<file path="src/rtl/imm_decode_sequencer_pkg.sv">
// Shared constants for the immediate-decode sequencer: selection codes,
// RV64I major opcodes and the sequencer state encoding.
package imm_decode_sequencer_pkg;

    localparam logic [2:0] SEL_NONE = 3'd0;
    localparam logic [2:0] SEL_I    = 3'd1;
    localparam logic [2:0] SEL_U    = 3'd2;
    localparam logic [2:0] SEL_S    = 3'd3;
    localparam logic [2:0] SEL_B    = 3'd4;
    localparam logic [2:0] SEL_UJ   = 3'd5;

    localparam logic [6:0] OP_LOAD     = 7'b0000011;
    localparam logic [6:0] OP_IMM      = 7'b0010011;
    localparam logic [6:0] OP_IMM32    = 7'b0011011;
    localparam logic [6:0] OP_JALR     = 7'b1100111;
    localparam logic [6:0] OP_MISC_MEM = 7'b0001111;
    localparam logic [6:0] OP_SYSTEM   = 7'b1110011;
    localparam logic [6:0] OP_LUI      = 7'b0110111;
    localparam logic [6:0] OP_AUIPC    = 7'b0010111;
    localparam logic [6:0] OP_STORE    = 7'b0100011;
    localparam logic [6:0] OP_BRANCH   = 7'b1100011;
    localparam logic [6:0] OP_JAL      = 7'b1101111;
    localparam logic [6:0] OP_OP       = 7'b0110011;
    localparam logic [6:0] OP_OP32     = 7'b0111011;

    localparam logic [31:0] NOP_INSTR = 32'h0000_0013;

    typedef enum logic [1:0] {
        ST_IDLE = 2'd0,
        ST_GEN  = 2'd1,
        ST_HOLD = 2'd2
    } state_t;

endpackage

</file>
<file path="src/rtl/imm_decode_sequencer_imm_sel_lut.sv">
// Combinational opcode classifier producing the generator selection code
// and an illegal-opcode flag.
module imm_sel_lut
    import imm_decode_sequencer_pkg::*;
(
    input  logic [6:0] OPCODE,
    output logic [2:0] IMM_SEL,
    output logic       ILLEGAL
);

    // Opcode lookup; register-register ops are legal but carry no immediate.
    always_comb begin
        IMM_SEL = SEL_NONE;
        ILLEGAL = 1'b1;
        case (OPCODE)
            OP_LOAD, OP_IMM, OP_IMM32, OP_JALR, OP_MISC_MEM, OP_SYSTEM: begin
                IMM_SEL = SEL_I;
                ILLEGAL = 1'b0;
            end
            OP_LUI, OP_AUIPC: begin
                IMM_SEL = SEL_U;
                ILLEGAL = 1'b0;
            end
            OP_STORE: begin
                IMM_SEL = SEL_S;
                ILLEGAL = 1'b0;
            end
            OP_BRANCH: begin
                IMM_SEL = SEL_B;
                ILLEGAL = 1'b0;
            end
            OP_JAL: begin
                IMM_SEL = SEL_UJ;
                ILLEGAL = 1'b0;
            end
            OP_OP, OP_OP32: begin
                IMM_SEL = SEL_NONE;
                ILLEGAL = 1'b0;
            end
            default: begin
                IMM_SEL = SEL_NONE;
                ILLEGAL = 1'b1;
            end
        endcase
    end

endmodule

</file>
<file path="src/rtl/instruction_decoder.sv">
// Registered immediate generator: one-cycle latency, output is not reset.
// SELECTION codes: 1=I, 2=U, 3=S, 4=B, 5=UJ, anything else yields 0.
module instruction_decoder (
    input  logic        CLK,
    input  logic [31:0] INSTRUCTION,
    input  logic [2:0]  SELECTION,
    output logic [63:0] VALUE
);

    logic unused_opcode_s;
    assign unused_opcode_s = ^INSTRUCTION[6:0];

    // Sign-extended immediate assembly, registered once per cycle.
    always_ff @(posedge CLK) begin
        case (SELECTION)
            3'd1:    VALUE <= {{52{INSTRUCTION[31]}}, INSTRUCTION[31:20]};
            3'd2:    VALUE <= {{32{INSTRUCTION[31]}}, INSTRUCTION[31:12], 12'd0};
            3'd3:    VALUE <= {{52{INSTRUCTION[31]}}, INSTRUCTION[31:25], INSTRUCTION[11:7]};
            3'd4:    VALUE <= {{51{INSTRUCTION[31]}}, INSTRUCTION[31], INSTRUCTION[7],
                               INSTRUCTION[30:25], INSTRUCTION[11:8], 1'b0};
            3'd5:    VALUE <= {{43{INSTRUCTION[31]}}, INSTRUCTION[31], INSTRUCTION[19:12],
                               INSTRUCTION[20], INSTRUCTION[30:21], 1'b0};
            default: VALUE <= 64'd0;
        endcase
    end

endmodule

</file>
<file path="src/rtl/imm_decode_sequencer.sv">
// Decode front-end: latches one fetched instruction, waits out the registered
// immediate generator, then holds the decoded bundle until downstream accepts.
module imm_decode_sequencer
    import imm_decode_sequencer_pkg::*;
#(
    parameter int COUNT_W = 32
) (
    input  logic               CLK,
    input  logic               RESET,
    input  logic               FLUSH,
    input  logic               IN_VALID,
    output logic               IN_READY,
    input  logic [31:0]        INSTRUCTION,
    output logic               OUT_VALID,
    input  logic               OUT_READY,
    output logic [63:0]        IMM,
    output logic [6:0]         OPCODE,
    output logic [4:0]         RD,
    output logic [4:0]         RS1,
    output logic [4:0]         RS2,
    output logic [2:0]         FUNCT3,
    output logic [6:0]         FUNCT7,
    output logic [2:0]         IMM_SEL,
    output logic               ILLEGAL,
    output logic [COUNT_W-1:0] DECODED_COUNT
);

    state_t             state_r;
    state_t             state_s;
    logic [31:0]        instr_r;
    logic [COUNT_W-1:0] count_r;
    logic               in_ready_s;
    logic               accept_s;
    logic               inc_s;
    logic [63:0]        value_s;
    logic [2:0]         sel_s;

    imm_sel_lut u_lut (
        .OPCODE  (instr_r[6:0]),
        .IMM_SEL (sel_s),
        .ILLEGAL (ILLEGAL)
    );

    instruction_decoder u_gen (
        .CLK         (CLK),
        .INSTRUCTION (instr_r),
        .SELECTION   (sel_s),
        .VALUE       (value_s)
    );

    // Next-state, handshake and counter-enable decode; FLUSH overrides all.
    always_comb begin
        state_s    = state_r;
        inc_s      = 1'b0;
        in_ready_s = ((state_r == ST_IDLE) || ((state_r == ST_HOLD) && OUT_READY))
                     && !FLUSH && !RESET;
        accept_s   = IN_VALID && in_ready_s;
        if (FLUSH) begin
            state_s = ST_IDLE;
        end else begin
            case (state_r)
                ST_IDLE: begin
                    if (accept_s) begin
                        state_s = ST_GEN;
                    end else begin
                        state_s = ST_IDLE;
                    end
                end
                ST_GEN: begin
                    state_s = ST_HOLD;
                end
                ST_HOLD: begin
                    if (OUT_READY) begin
                        inc_s = 1'b1;
                        if (accept_s) begin
                            state_s = ST_GEN;
                        end else begin
                            state_s = ST_IDLE;
                        end
                    end else begin
                        state_s = ST_HOLD;
                    end
                end
                default: begin
                    state_s = ST_IDLE;
                end
            endcase
        end
    end

    // State, instruction latch and completed-handshake counter.
    always_ff @(posedge CLK or posedge RESET) begin
        if (RESET) begin
            state_r <= ST_IDLE;
            instr_r <= NOP_INSTR;
            count_r <= {COUNT_W{1'b0}};
        end else begin
            state_r <= state_s;
            if (accept_s) begin
                instr_r <= INSTRUCTION;
            end
            if (inc_s) begin
                count_r <= count_r + {{(COUNT_W-1){1'b0}}, 1'b1};
            end
        end
    end

    assign IN_READY      = in_ready_s;
    assign OUT_VALID     = (state_r == ST_HOLD);
    // The generator output is unreset and lags the latch, so expose it only in HOLD.
    assign IMM           = (state_r == ST_HOLD) ? value_s : 64'd0;
    assign OPCODE        = instr_r[6:0];
    assign RD            = instr_r[11:7];
    assign FUNCT3        = instr_r[14:12];
    assign RS1           = instr_r[19:15];
    assign RS2           = instr_r[24:20];
    assign FUNCT7        = instr_r[31:25];
    assign IMM_SEL       = sel_s;
    assign DECODED_COUNT = count_r;

endmodule
</file>
<file path="config.mk">
export PLATFORM = sky130hd
export DESIGN_NAME = imm_decode_sequencer
export DESIGN_NICKNAME = d
export VERILOG_FILES = /design/src/rtl/imm_decode_sequencer_pkg.sv /design/src/rtl/imm_decode_sequencer_imm_sel_lut.sv /design/src/rtl/instruction_decoder.sv /design/src/rtl/imm_decode_sequencer.sv
export SDC_FILE = /design/constraint.sdc
export NUM_CORES = 1
export LEC_CHECK = 0
export CAP_MARGIN = 20
export CORE_ASPECT_RATIO = 2
export CORE_UTILIZATION = 36
export DETAILED_ROUTE_END_ITERATION = 6
export PLACE_DENSITY_LB_ADDON = 0.1
export SETUP_SLACK_MARGIN = 0.05
export SYNTH_ARGS = -nofsm -noshare
export SYNTH_HDL_FRONTEND = slang
export SYNTH_SLANG_ARGS = --single-unit
</file>
<file path="constraint.sdc">
create_clock -name CLK -period 2.15 [get_ports CLK]
set_input_delay 0.215 -clock CLK [delete_from_list [all_inputs] [get_ports CLK]]
set_output_delay 0.215 -clock CLK [all_outputs]
set_load 0.01 [all_outputs]
</file>
==> results of run 1 <==
## area by class of cell
type                    instances  share of cell area [%]
flip-flops and latches         98                   33.89
clock buffers                  10                   3.373
repair buffers                207                   30.96
multi-input cells             252                   27.90
well taps                     147                   2.709
clock inverters                 6                  0.7188
inverters                       8                  0.4423
## worst register-to-register path: stages, from the launching register on
cell and delay [ns]:
dfrtp_1 0.44, and4_1 0.27, nand2_1 0.32, nor4_1 0.45, xor2_1 0.21
## power by group
part | internal, W | switching [W]
Combinational | 0.000678 | 0.000524
Clock | 0.000799 | 0.000708
Sequential | 0.00205 | 0.000182
## repair_timing
item | in CTS | in global routing
pin swaps | 1 | 1
cloned | 0 | 2
resized for setup | 43 | 35
setup endpoints to repair | 68 | 46
setup buffers | 9 | 2
## cell families after synthesis
kind of cell             count (synthesis)  share of synthesized area [%]
AND/OR/NAND/NOR                        139                          18.88
flip-flops                              98                          50.80
buffers and inverters                   59                          8.112
AO/OA/AOI/OAI                           46                          7.281
multiplexers                            34                          8.444
XOR/XNOR                                32                          6.201
adder cells (fa/ha/maj)                  1                         0.2768
## through the flow
stage	cell area, um2	total power, W	setup WS [ns]	util, %
2_1_floorplan	4519	0.002744	0.05163	-
3_3_place_gp	6264	0.003361	0.1942	51.36
3_5_place_dp	6264	0.003380	0.1649	51.36
4_1_cts	6623	0.004983	0.07199	54.30
5_1_grt	6789	0.005186	0.01710	55.67
6_report	6789	0.004944	0.07615	55.67
## flip-flops by register name, summed over array words and instances, names as in the netlist
signal         flops
state_r            2
u_gen.VALUE       32
DECODED_COUNT     32
instr_r           32
## worst max path at each step
stage                         to  slack, ns  cells past startpoint       start
4_1_cts               IMM_SEL[1]       0.07                      5  instr_r[4]
5_1_grt                  IMM[19]       0.02                      6  state_r[1]
3_3_place_gp   DECODED_COUNT[15]       0.19                      6       FLUSH
6_report                 IMM[19]       0.08                      5  state_r[0]
2_1_floorplan            IMM[32]       0.05                      4  state_r[0]
3_5_place_dp          IMM_SEL[0]       0.16                      4  instr_r[2]
## routing by layer
metal  wire [um]  share of wire, %  track usage [%]
met5           0                 0                0
met1        4201                34            19.41
met4         424               3.4            9.172
met2        7117                57            37.28
met3         774               6.2            4.091
## cell usage after synthesis (2+ instances only)
library cell,instances,area (um2)
dfrtp_1,63,1577
and2_1,35,219.0
buf_4,34,255.2
mux2_2,33,371.6
dfxtp_1,32,640.6
xor2_1,22,192.7
a21o_1,20,150.1
nand2_1,20,75.07
and3_1,14,87.58
nor2_1,13,48.80
nand3_1,12,60.06
xnor2_1,10,87.58
nor4_1,9,56.30
clkbuf_1,8,30.03
inv_1,8,30.03
nor3_1,8,40.04
buf_2,7,35.03
o21ai_0,6,30.03
a31oi_1,5,31.28
nor2b_1,5,31.28
a21oi_1,4,20.02
a22o_1,4,35.03
and4_1,4,35.03
dfstp_2,3,78.83
nand4_1,3,18.77
a31o_2,2,17.52
nand2b_1,2,12.51
nand3_2,2,20.02
nor3_2,2,20.02
o32ai_1,2,17.52
==> results.md, run 1 <==
- DP Cell Count: about 700
- Drt first pass iters: 4
- Register area share after synthesis: between 50 and 60%
- Final hold slack: around 0.29 ns
- Routability cong.: a little over 0.9
- Core Box Area: 0.01220 mm2
- WP buf/inv: 3
- Ys Warns: 0
- Mapped Area: 0.004519 mm2
- H-tree levels: 3
- CTS max path bufs: 2
- Critical path's top delay family: buffers and inverters
- Num rows: between 50 and 60
- Crit-path max FO: 8
- R2r worst-path depth: 4
- CTS tree: built
- Hold Crit Class: in2async
- # IOs: about 170
- Area growth, synth to finish: 50.22%
- DRT iter0 DRCs: approximately 110
- Asr flop ratio synth: approximately two thirds
- DR vias: 3642
- Post-synth cell types: 47
- Routed Antenna Nets: 0
- Remaining global-route overflow: 0
- Peak supply drop: 0.0003654 V
- Layout Cells excl Fill: ~730
- Fin crit share: 96.46%
- Avg Inst Size Synth: about 11 um2
- Die H: ~160 um
- Critical path arrival: 1.86 ns
- Antenna violations before repair: 0
- R2r endpoint: DECODED_COUNT[28]
- Fin crit period: approximately 2.1 ns
- Crit path launch type: flip-flop
- Nets@finish: 614
- Worst slew pin tran: between 0.5 and 0.6 ns
- PD cells: roughly 730 mW/mm2
- Clock latency on the worst-skew pair: about 0.35 ns
- Hpwl dp: roughly 9100 um
- Vias in the first global route: between 3k and 4k
- Worst-path cell chain: nor2_4, buf_12, buf_6, and2_1, clkdlybuf4s50_1
- Highest-delay cell along the critical path: clkdlybuf4s50_1
- Most frequent cells in the layout: clkdlybuf4s50_1 (114), dfrtp_1 (59), and2_1 (33), mux2_2 (33), dfxtp_1 (32)
- Commonest non-fill, non-tap cell in the layout: clkdlybuf4s50_1
- Fmax: approximately 480 MHz
- Area of the multi-input gates: 0.001894 mm2
- Crit Path Category: reg2out
- Die area: roughly 0.013 mm2
- Port buffer count: 170
- Share of layout cells above drive strength 1: between 10% and 20%
- CTS Sinks: a little under 100
- Dominant synthesized flop cell: dfrtp_1
- First-pass GRT wire length: 19210 um
- Layout Skew: approximately 0.012 ns
- Syn Inst Count: between 400 and 500
- CP Capture Type: output pin
- R2R Setup Slk: 0.38 ns
- Yosys reg bits: 98
- Max-cap violations: 0
- RSZ-0062 raised after global routing: true
- Relative slew slack: between 60% and 70%
- Die Span X: about 80 um
- Initial core utilization: 37.06%
- FF/Latch Area: between 0.002 and 0.0025 mm2
- Largest stage delay on the critical path: roughly 0.54 ns
- Number of synthesized flops with an enable pin: 0
- Number of remaining DRC errors: 0
- Final wirelength: around 13000 um
- Final slew viol count: 0
- Clock slew at reported path FFs: ~0.070 ns
- Fillers: between 1k and 1.5k
- # hold bufs at CTS: 0
- Diodes inserted: 0
- Final hold violation count: 0
- CTS Buf Count: 9
- Largest net degree at the start of global routing: 44
- GRT Util Overall: 19.71%
- Syn_nets: between 400 and 500
- Root Buffer Master: clkbuf_16
- Data required, critical path: 1.93 ns
- R2R Path Start: DECODED_COUNT[4]
- Vias/cell: approximately 5
- Status: finished, final reports clean
- Leakage: between 3 and 4 nW
- Setup Viol. Count Final: 0
- Routed len/inst: ~17 um
- Fin Setup TNS: 0 ns
Note: power is estimated with default switching activity, not from simulation.
==> run 2: changes to the inputs <==
--- a/config.mk
+++ b/config.mk
@@ -9,6 +9,7 @@
 export CORE_ASPECT_RATIO = 2
 export CORE_UTILIZATION = 36
 export DETAILED_ROUTE_END_ITERATION = 6
+export GPL_TIMING_DRIVEN = 0
 export PLACE_DENSITY_LB_ADDON = 0.1
 export SETUP_SLACK_MARGIN = 0.05
 export SYNTH_ARGS = -nofsm -noshare
==> constraint.sdc (replaced) <==
create_clock -name CLK -period 1.7 [get_ports CLK]
set_input_delay 0.17 -clock CLK [delete_from_list [all_inputs] [get_ports CLK]]
set_output_delay 0.17 -clock CLK [all_outputs]
set_load 0.01 [all_outputs]
==> run 2 against run 1 <==
The run now ends with negative setup slack left. Sequential cell count unchanged. Combinational power increased by 78%. Hold slack better by 0.15 ns. Largest cell class is now buffers. Highest routed layer unchanged.
==> results.md, run 2 (synthesis gave the netlist of run 1 again) <==
- Status: complete, but fails checks
- Failing checks: negative setup slack
- Routability cong.: slightly below 0.9
- Largest net degree at the start of global routing: 37
- Number of remaining DRC errors: 0
- Max-cap violations: 0
- Crit path launch type: flip-flop
- Core Box Area: about 0.012 mm2
- Critical Path Most Common Cell: buf_6
- Crit Path Category: reg2out
- Share of layout cells above drive strength 1: a little over half
- R2r endpoint: u_gen.VALUE[1]
- Final setup margin: -0.2158 ns
- Peak supply drop: 0.0006698 V
- GRT Util Overall: between 20% and 30%
- Routed Antenna Nets: 0
- Vias in the first global route: around 4.4k
- Leakage: roughly 4.4 nW
- Fmax: roughly 520 MHz
- Fin crit share: 112.7%
- Clock latency on the worst-skew pair: roughly 0.34 ns
- Die Span X: roughly 80 um
- Num rows: 57
- Worst slew pin tran: approximately 0.85 ns
- Highest-delay cell along the critical path: dfrtp_2
- Nets@finish: 730
- CTS Buf Count: 9
- Final hold slack: roughly 0.44 ns
- Fin Setup TNS: -8.846 ns
- Final slew viol count: 0
- Relative slew slack: 42.94%
- DR vias: ~4.3k
- Hpwl dp: approximately 9300 um
- R2R Setup Slk: -0.09 ns
- Crit-path max FO: 5
- RSZ-0062 raised after global routing: true
- Critical path arrival: 1.75 ns
- Port buffer count: 170
- Fillers: 852
- Area growth, synth to finish: 92.58%
- Final wirelength: around 16000 um
- CP Capture Type: output pin
- H-tree levels: 3
- Layout Skew: just under 0.008 ns
- Drt first pass iters: 4
- Initial core utilization: between 30% and 40%
- R2R Path Start: instr_r[4]
- Final hold violation count: 0
- Diodes inserted: 0
- R2r worst-path depth: 7
- Clock slew at reported path FFs: 0.07 ns
- Root Buffer Master: clkbuf_16
- Commonest non-fill, non-tap cell in the layout: buf_6
- Vias/cell: 5.060
- CTS max path bufs: 2
- Fin crit period: between 1.5 and 2 ns
- Most frequent cells in the layout: buf_6 (144), clkdlybuf4s50_1 (95), dfrtp_1 (57)
- Die area: roughly 0.013 mm2
- Setup Viol. Count Final: around 120
- Hold Crit Class: in2async
- PD cells: between 700 and 800 mW/mm2
- Routed len/inst: roughly 19 um
- # IOs: around 170
- Data required, critical path: about 1.5 ns
- Worst-path cell chain: nor2_4, buf_8, and2_4, buf_6, buf_6, buf_6, buf_6
- DRT iter0 DRCs: 142
- Die H: 160.5 um
- CTS tree: built
- Remaining global-route overflow: 0
- Largest stage delay on the critical path: about 0.43 ns
- CTS Sinks: approximately 100
- Antenna violations before repair: 0
- First-pass GRT wire length: 22870 um
[run 2: routing by layer]
layer / wire length, um / GRT usage, % / vias up
met4: 816 / 12.01 / 0
met1: 5068 / 21.54 / 2072
met2: 9431 / 45.76 / 189
met3: 850 / 4.773 / 53
met5: 0 / 0 / -
li1: - / - / 1957
[run 2: cell type report]
cell class                      count  area [um2]  area share [%]
Buffer                             44       539.3           6.196
Clock buffer                       11       232.7           2.674
Clock inverter                      5       30.03          0.3450
Inverter                            8       33.78          0.3882
Multi-Input combinational cell    257        2545           29.24
Sequential cell                    98        2303           26.47
Tap cell                          147       183.9           2.113
Timing Repair Buffer              274        2835           32.58
[run 2: worst max-delay path: cells and delay by family (launching register included)]
family | cells | cell delay, ns
flops | 1 | 0.43
simple gates | 2 | 0.42
buf+inv | 5 | 0.55
[run 2: power by group]
group | switching, W | internal, W | total [W] | leakage (nW)
Combinational | 0.000923 | 0.00122 | 0.00214 | 3.14
Sequential | 0.000249 | 0.00260 | 0.00285 | 1.08
Clock | 0.000841 | 0.000989 | 0.00183 | 0.130
[run 2: per-stage QoR]
step                      util [%]  std cells  instance area (um2)  setup WS (ns)  total power [W]
after floorplan                  -        409                 4526        0.05585         0.003471
after global routing         71.37        844                 8703        -0.2737         0.007105
final                        71.37        844                 8703        -0.2158         0.006820
after detailed placement     52.73        727                 6431        -0.8188         0.004201
after global placement       52.57        726                 6411        -0.7821         0.004169
after CTS                    65.47        819                 7984        -0.1416         0.006532
[run 2: how the worst max path moves through the flow]
stage                            end        from  cells after the start  slack [ns]
after CTS                 IMM_SEL[1]  instr_r[4]                      6       -0.14
after detailed placement     IMM[47]  state_r[0]                      5       -0.82
after global routing         IMM[56]  state_r[0]                      7       -0.27
final                        IMM[56]  state_r[0]                      7       -0.22
after global placement    IMM_SEL[1]  instr_r[4]                      6       -0.78
after floorplan           IMM_SEL[1]  instr_r[4]                      5        0.06
[run 2: timing repair]
action | 4_1_cts | 5_1_grt
resized for setup | 502 | 137
pin swaps | 55 | 38
cloned | 9 | 2
hold buffers | 0 | 0
setup buffers | 71 | 30
endpoints found under the setup margin | 147 | 154
==> run 3: changes to the inputs <==
--- a/config.mk
+++ b/config.mk
@@ -9,6 +9,7 @@
 export CORE_ASPECT_RATIO = 2
 export CORE_UTILIZATION = 36
 export DETAILED_ROUTE_END_ITERATION = 6
+export GPL_ROUTABILITY_DRIVEN = 0
 export GPL_TIMING_DRIVEN = 0
 export PLACE_DENSITY_LB_ADDON = 0.1
 export SETUP_SLACK_MARGIN = 0.05
==> results of run 3 <==
No change in the layout: final DEF, timing and power equal those of run 2.
